<file path="src/rtl/uart_frame_sched.sv">
// Round-robin transmit scheduler feeding an 8N1 UART transmitter with paced HEADER/ID/payload byte frames.
// Optional build macro UART_FRAME_CHKSUM_EN appends a mod-256 checksum byte (ID + payload bytes).
module uart_frame_sched #(
  parameter int         UART_BPS    = 9600,
  parameter int         CLK_FREQ    = 50_000_000,
  parameter logic [7:0] HEADER      = 8'hA5,
  parameter int         BYTE_PERIOD = 11 * (CLK_FREQ / UART_BPS)
) (
  input  logic        sys_clk,
  input  logic        sys_rst_n,
  input  logic        req0,
  input  logic [31:0] data0,
  output logic        ack0,
  input  logic        req1,
  input  logic [31:0] data1,
  output logic        ack1,
  output logic        busy,
  output logic        frame_done,
  output logic [7:0]  pi_data,
  output logic        pi_flag
);

  localparam logic [1:0] S_IDLE = 2'd0;
  localparam logic [1:0] S_SEND = 2'd1;
  localparam logic [1:0] S_WAIT = 2'd2;

`ifdef UART_FRAME_CHKSUM_EN
  localparam logic [2:0] LAST_IDX = 3'd6;
`else
  localparam logic [2:0] LAST_IDX = 3'd5;
`endif

  // Mid-frame bytes leave WAIT one cycle early so SEND lands the next strobe exactly BYTE_PERIOD later;
  // the last byte waits one more cycle so frame_done itself lands BYTE_PERIOD after the final strobe.
  localparam logic [19:0] GAP_TC = 20'(BYTE_PERIOD - 2);
  localparam logic [19:0] END_TC = 20'(BYTE_PERIOD - 1);

  logic [1:0]  r_state;
  logic [2:0]  r_idx;
  logic [19:0] r_cnt;
  logic        r_last_grant;
  logic        r_ack0;
  logic        r_ack1;
  logic        r_busy;
  logic        r_done;
  logic        r_flag;
  logic [7:0]  r_pi_data;
  logic        r_id;
  logic [31:0] r_payload;

  logic        w_gnt_vld;
  logic        w_gnt_ch;
  logic [7:0]  w_byte;

  assign ack0       = r_ack0;
  assign ack1       = r_ack1;
  assign busy       = r_busy;
  assign frame_done = r_done;
  assign pi_data    = r_pi_data;
  assign pi_flag    = r_flag;

  // Both requesting: serve the channel that did not win last time.
  assign w_gnt_vld = req0 | req1;
  assign w_gnt_ch  = (req0 & req1) ? ~r_last_grant : req1;

`ifdef UART_FRAME_CHKSUM_EN
  logic [7:0] w_chksum;
  assign w_chksum = {7'd0, r_id} + r_payload[31:24] + r_payload[23:16]
                  + r_payload[15:8] + r_payload[7:0];
`endif

  always_comb begin
    w_byte = HEADER;
    case (r_idx)
      3'd0:    w_byte = HEADER;
      3'd1:    w_byte = {7'd0, r_id};
      3'd2:    w_byte = r_payload[31:24];
      3'd3:    w_byte = r_payload[23:16];
      3'd4:    w_byte = r_payload[15:8];
      3'd5:    w_byte = r_payload[7:0];
`ifdef UART_FRAME_CHKSUM_EN
      3'd6:    w_byte = w_chksum;
`endif
      default: w_byte = HEADER;
    endcase
  end

  always_ff @(posedge sys_clk or negedge sys_rst_n) begin
    if (!sys_rst_n) begin
      r_state      <= S_IDLE;
      r_idx        <= 3'd0;
      r_cnt        <= 20'd0;
      r_last_grant <= 1'b1;
      r_ack0       <= 1'b0;
      r_ack1       <= 1'b0;
      r_busy       <= 1'b0;
      r_done       <= 1'b0;
      r_flag       <= 1'b0;
      r_pi_data    <= 8'd0;
    end else begin
      r_ack0 <= 1'b0;
      r_ack1 <= 1'b0;
      r_flag <= 1'b0;
      r_done <= 1'b0;
      case (r_state)
        S_IDLE: begin
          r_busy <= 1'b0;
          if (w_gnt_vld) begin
            r_busy       <= 1'b1;
            r_ack0       <= ~w_gnt_ch;
            r_ack1       <= w_gnt_ch;
            r_last_grant <= w_gnt_ch;
            r_idx        <= 3'd0;
            r_state      <= S_SEND;
          end
        end
        S_SEND: begin
          r_pi_data <= w_byte;
          r_flag    <= 1'b1;
          r_cnt     <= 20'd0;
          r_state   <= S_WAIT;
        end
        S_WAIT: begin
          if ((r_idx == LAST_IDX) && (r_cnt == END_TC)) begin
            r_done  <= 1'b1;
            r_state <= S_IDLE;
          end else if ((r_idx != LAST_IDX) && (r_cnt == GAP_TC)) begin
            r_idx   <= r_idx + 3'd1;
            r_state <= S_SEND;
          end else begin
            r_cnt <= r_cnt + 20'd1;
          end
        end
        default: r_state <= S_IDLE;
      endcase
    end
  end

  // Payload and ID are captured only at grant; later changes on data0/data1 are ignored.
  always_ff @(posedge sys_clk) begin
    if ((r_state == S_IDLE) && w_gnt_vld) begin
      r_id      <= w_gnt_ch;
      r_payload <= w_gnt_ch ? data1 : data0;
    end
  end

endmodule

</file>
<file path="config.mk">
export PLATFORM = sky130hd
export DESIGN_NAME = uart_frame_sched
export DESIGN_NICKNAME = d
export VERILOG_FILES = /design/src/rtl/uart_frame_sched.sv
export SDC_FILE = /design/constraint.sdc
export NUM_CORES = 1
export LEC_CHECK = 0
export ABC_AREA = 0
export ABC_CLOCK_PERIOD_IN_PS = 5200
export BUFFER_PORTS_ARGS = -buffer_cell sky130_fd_sc_hd__buf_2
export CELL_PAD_IN_SITES_DETAIL_PLACEMENT = 2
export CELL_PAD_IN_SITES_GLOBAL_PLACEMENT = 2
export CORE_AREA = 2 2 101 103
export DETAILED_ROUTE_END_ITERATION = 8
export DIE_AREA = 0 0 103 105
export MAX_ROUTING_LAYER = met4
export PLACE_DENSITY_LB_ADDON = 0.1
export REMOVE_ABC_BUFFERS = 1
export SYNTH_ARGS = -nofsm -noshare
export SYNTH_HDL_FRONTEND = slang
export SYNTH_SLANG_ARGS = --single-unit
</file>
<file path="constraint.sdc">
create_clock -name sys_clk -period 5.2 [get_ports sys_clk]
set_input_delay 1.04 -clock sys_clk [delete_from_list [all_inputs] [get_ports sys_clk]]
set_output_delay 1.04 -clock sys_clk [all_outputs]
set_load 0.05 [all_outputs]
</file>
# After elaboration in Yosys (flattened, before gate mapping)
# Cells that the tools add are included.
op_classes:
  addsub: 2
  n_eq_ne: 15
  n_mux: 22
  bitwise: 4
  n_reduce_logical: 10
ops:
  columns: ["op", "count"]
  rows:
  - ["20-bit by 16-bit equality test with 1-bit output, second input constant", 2]
  - ["20-bit 2-to-1 mux", 2]
  - ["20-bit one-hot mux with 2 select lines", 1]
  - ["8-bit one-hot mux with 5 select lines", 1]
  - ["32-bit 2-to-1 mux", 1]
  - ["20-bit by 1-bit adder with 20-bit output, second input constant", 1]
  - ["1-bit 2-to-1 mux", 9]
  - ["3-bit 2-to-1 mux", 3]
  - ["2-bit inequality test, second input constant", 4]
  - ["3-bit by 2-bit equality test with 1-bit output, second input constant", 2]
  - ["3-bit equality test, second input constant", 2]
  - ["2-bit 2-to-1 mux", 3]
  - ["3-bit inequality test, second input constant", 2]
  - ["2-bit one-hot mux with 3 select lines", 1]
  - ["3-bit one-hot mux with 2 select lines", 1]
  - ["2-bit AND reduction", 2]
  - ["4-bit AND reduction", 1]
  - ["2-bit nonzero test", 2]
  - ["3-bit by 1-bit adder with 3-bit output, second input constant", 1]
  - ["3-bit by 1-bit equality test with 1-bit output, second input constant", 1]
  - ["1-bit logical AND", 3]
  - ["3-bit AND reduction", 1]
  - ["2-bit by 1-bit equality test with 1-bit output, second input constant", 1]
  - ["2-bit equality test, second input constant", 1]
  - ["other kinds (4)", 5]
totals:
  ff_bits: 72
  inputBits: 68
  output_inout_bits: 13
  wordCells: 65

# Longest topological paths before layout
depth:
  depth_word: 5
  depth_mapped: 9
  mapped_depth_nobuf: 8

# Worst setup path before layout
# OpenSTA, ideal clock, no wires.
synth_timing:
  kind: "input port to flip-flop"
  startpoint: "input req1"
  endpoint: "register r_idx[2]"
  setup_ns: 0.101
  t_arrival_ns: 2.355
  required_ns: 5.099
  slack_ns: 2.745
  path_stages: 5
  path_buffers: 0
  cell_sequence: "o21ai_0 > inv_1 > a21oi_1 > a21oi_1 > o32ai_1"
synth_via:
  elab_chain_cells: 3
synth_lines:
  columns: ["item", "line_no", "source"]
  rows:
  - ["start, declared", "14", "input logic req1,"]
  - ["1-bit OR", "63", "assign w_gnt_vld = req0 | req1;"]
  - ["2-bit inequality test (no source line)", null, null]
  - ["4-bit AND reduction (no source line)", null, null]
  - ["end signal, assigned", "128", "r_idx <= r_idx + 3'd1;"]
  - ["end, declared", "39", "logic [2:0] r_idx;"]
# No other way between the ends.
# A chain may end at the register's enable or synchronous reset.

# Worst setup path in the final report
layout_timing:
  startpoint: "register r_idx[1]"
  endpoint: "register r_cnt[3]"
layout_via:
  elab_chain_cells: 4
  elab_cells_between_ends: 7
  cone_classes: "eq/ne (4); reduce/logical (3)"
layout_lines:
  columns: ["item", "line_no", "source"]
  rows:
  - ["3-bit inequality test / 3-bit equality test (equally long branches)", "127, 124", null]
  - ["1-bit logical AND, on equally long branches", "127, 124", null]
  - ["2-bit inequality test (no source line)", null, null]
  - ["3-bit AND reduction (no source line) (*)", null, null]
  - ["end signal, assigned", "131", "r_cnt <= r_cnt + 20'd1;"]
  - ["end, declared", "40", "logic [19:0] r_cnt;"]
# Mark *: on every way between the ends. The rest lies on a longest branch, timed or not.

==> reports/qor.txt <==
vias in the first global route: 3232
worst slack at placement: 2.436 ns
Synth Area in XOR/XNOR: 0
Initial Utilization: 0.3715
Post-Syn Instances: 305
largest net degree at the start of global routing: 40
Synth Area in Adders: 0.02446
simple-gate share of the synthesized area: 0.1345
Die Ht: 105 um
Startpoint Class: flop
mux cell area share after synthesis: 0.1164
Total GRT Usage: 0.2045
Detailed Route Iter0 Violations: 66
Async SR Flop Fraction: 0.5417
Synth Flop Type: dfrtp_1
#FFs+latches synth: 72
Final Max Tran Viols: 0
GRT Residual Overflow: 0
Vias/cell: 5.392
Yosys cell types: 49
hold_sp: pi_data[7]
Ys Warns: 0
CTS tree: yes
Die Span X: 103 um
Hold/Removal Path Class: flop to flop
Post-CTS Resized: 0
Yosys top cell by area: edfxtp_1
Core Box Area: 9639 um^2
Worst setup EP type: flop
clk_lat worst skew: 0.35 ns
Post-route DRC: 0
final-report setup violation count: 0
worst path bufs/invs: 1
Sink Count: 72
Arrival @ worst endpoint: 2.85 ns
Final ANT Viol Nets: 0
final net count: 460
Num CTS Buffers: 9
max cap viols: 0
GPL Wtd Cong: 0.8348
WS Path Type: flop to flop
setup TNS: 0 ns
clock slew at reported path FFs: 0.08 ns
cts hold-fix bufs: 0
Compound-Gate Fraction of Synth Area: 0.1468
share of cells above drive strength 1: 0.3641
Worst Max-Slew Pin Slew: 1.052 ns
main combinational cell family by area after synthesis: compound AO/OA/AOI/OAI gates
crit-path max cell delay: 0.46 ns
top cells by area, synth: edfxtp_1 28%, dfrtp_1 27%, mux2_2 10%
DPL Wire Length: 7088 um
Netlist Area Pre-Place: 3581 um^2
Synth Area per Inst: 11.74 um^2
peak supply drop: 0.0001892 V
buffers added on ports: 80
Synth top area share: 0.2767
sequential share of the synthesized area: 0.5496
Relative slew margins: 0.2970
Routed WL: 9834 um
FMAX: 0.3819 GHz
Max clock buf depth: 2
global-route wire length before repair: 16560 um
Leak Pwr: 1.878 nW
reg-to-reg startpoint: r_idx[1]
final worst-path cycle share: 0.5035
Req. time, crit path: 5.43 ns
Crit path max-delay family: compound AO/OA/AOI/OAI gates
CP max stage cell: o31a_1
min Tclk post-route: 2.618 ns
Vias: 2820
clock skew: 0.01207 ns
drt pass-1 iters: 4
worst path cell trace: inv_1, ha_1, and2_1, o21a_1, o31a_1, nor2_1, a211o_1
Pwr Total: 1.913 mW
final hold viol count: 0
area grow syn2layout: 21.73%
outcome: finished, final reports clean
DIE AREA: 10820 um^2
H-Tree Depth: 3
Setup Fix Bufs, Post-CTS: 0
clock root buffer: clkbuf_8
EDFF count, synth: 33
RSZ-0062 raised after global routing: false
CP Launch Point: r_idx[1]
I/O pin count: 81
initial antenna violation count: 0
ant diodes: 0
Max FO, Critical Path: 13
Power Dens Cells: 438.7 nW/um^2
Site Rows: 36
min setup slack post-route: 2.582 ns
DR WL/cell: 18.80 um
## synth_stat cells, types with 3 or more instances
cell and number:
nor2b_1 3, or3_1 3, buf_2 3, inv_1 11
and2_1 4, nand4_1 5, and3_1 8, nand3_1 11
nor3_1 8, clkbuf_1 12, a31oi_1 3, dfrtp_1 38
ha_1 7, mux2i_1 3, a22o_1 5, o31ai_1 5
mux2_2 33, o21ai_0 18, a211o_1 7, nand2_1 23
a221oi_1 7, nor2_1 9, a21oi_1 11, edfxtp_1 33
nor4_1 5
## worst paths after layout
path	slack [ns]	end	cells after the start
setup / recovery	2.58	r_cnt[3]	7
hold / removal	0.49	pi_data[7]	2
setup reg to reg	2.58	r_cnt[3]	7
hold reg to reg	0.49	pi_data[7]	2
max in group asynchronous	3.80	pi_data[4]	1
min in group asynchronous	0.83	r_cnt[13]	1
## registers in the layout, summed over array words and instances (netlist names), 2 cells and up
| signal | flops |
|---|---|
| r_state | 2 |
| r_payload | 32 |
| r_cnt | 20 |
| pi_data | 8 |
| r_idx | 3 |
## power by group
group / internal (mW) / total [mW] / switching (mW)
sequential: 0.764 / 0.839 / 0.0748
clock: 0.285 / 0.512 / 0.227
combinational: 0.165 / 0.561 / 0.396
total: 1.21 / 1.91 / 0.698
## cells by family after synthesis
logic type                 count (synthesis)
AOI/OAI and AO/OA                         75
DFF                                       72
adders and majority gates                  7
and+or+nand+nor                           88
muxes                                     37
buffers and inverters                     26
## metrics by stage
step / hold WS [ns] / cells / util / cell area (um^2)
final: 0.4859 / 523 / 0.4522 / 4359
after global routing: 0.5402 / 523 / 0.4522 / 4359
after CTS: 0.4948 / 523 / 0.4522 / 4359
after detailed placement: 0.4742 / 507 / 0.4283 / 4129
after global placement: 0.4575 / 507 / 0.4283 / 4129
after floorplan: 0.4683 / 290 / - / 3521
## layout by cell type (no fill, tap or decap), drive strengths merged, types with 6 or more instances in the layout
cell | netlist | final
a21oi | 11 | 11
ha | 7 | 7
a211o | 7 | 7
nand3 | 12 | 12
o31ai | 6 | 6
mux2 | 34 | 34
buf | 3 | 84
edfxtp | 33 | 33
a221oi | 7 | 7
and3 | 8 | 8
o21ai | 18 | 18
dfrtp | 38 | 38
inv | 11 | 11
nor2 | 9 | 9
nand2 | 23 | 23
clkbuf | 12 | 10
nor3 | 8 | 8
## worst register-to-register path, cell delays in order, from the launching register on
cell and delay, ns:
dfrtp_1 0.42, inv_1 0.13, ha_1 0.30, and2_1 0.40, o21a_1 0.21, o31a_1 0.46, nor2_1 0.24, a211o_1 0.34
## layer usage
| metal | global-route usage | share of wire |
|---|---|---|
| met4 | 0.04887 | 0.013 |
| met5 | - | 0 |
| met1 | 0.2443 | 0.41 |
| met3 | 0.04415 | 0.037 |
| met2 | 0.3493 | 0.54 |
## cell type report
type                            count  area, um^2
Clock buffer                       10       137.6
Clock inverter                      6       92.59
Fill cell                        1036        5280
Inverter                           11       41.29
Multi-Input combinational cell    207        1523
Sequential cell                    72        1968
Tap cell                          133       166.4
Timing Repair Buffer               84       430.4
Power figures use the tool's default switching activity.
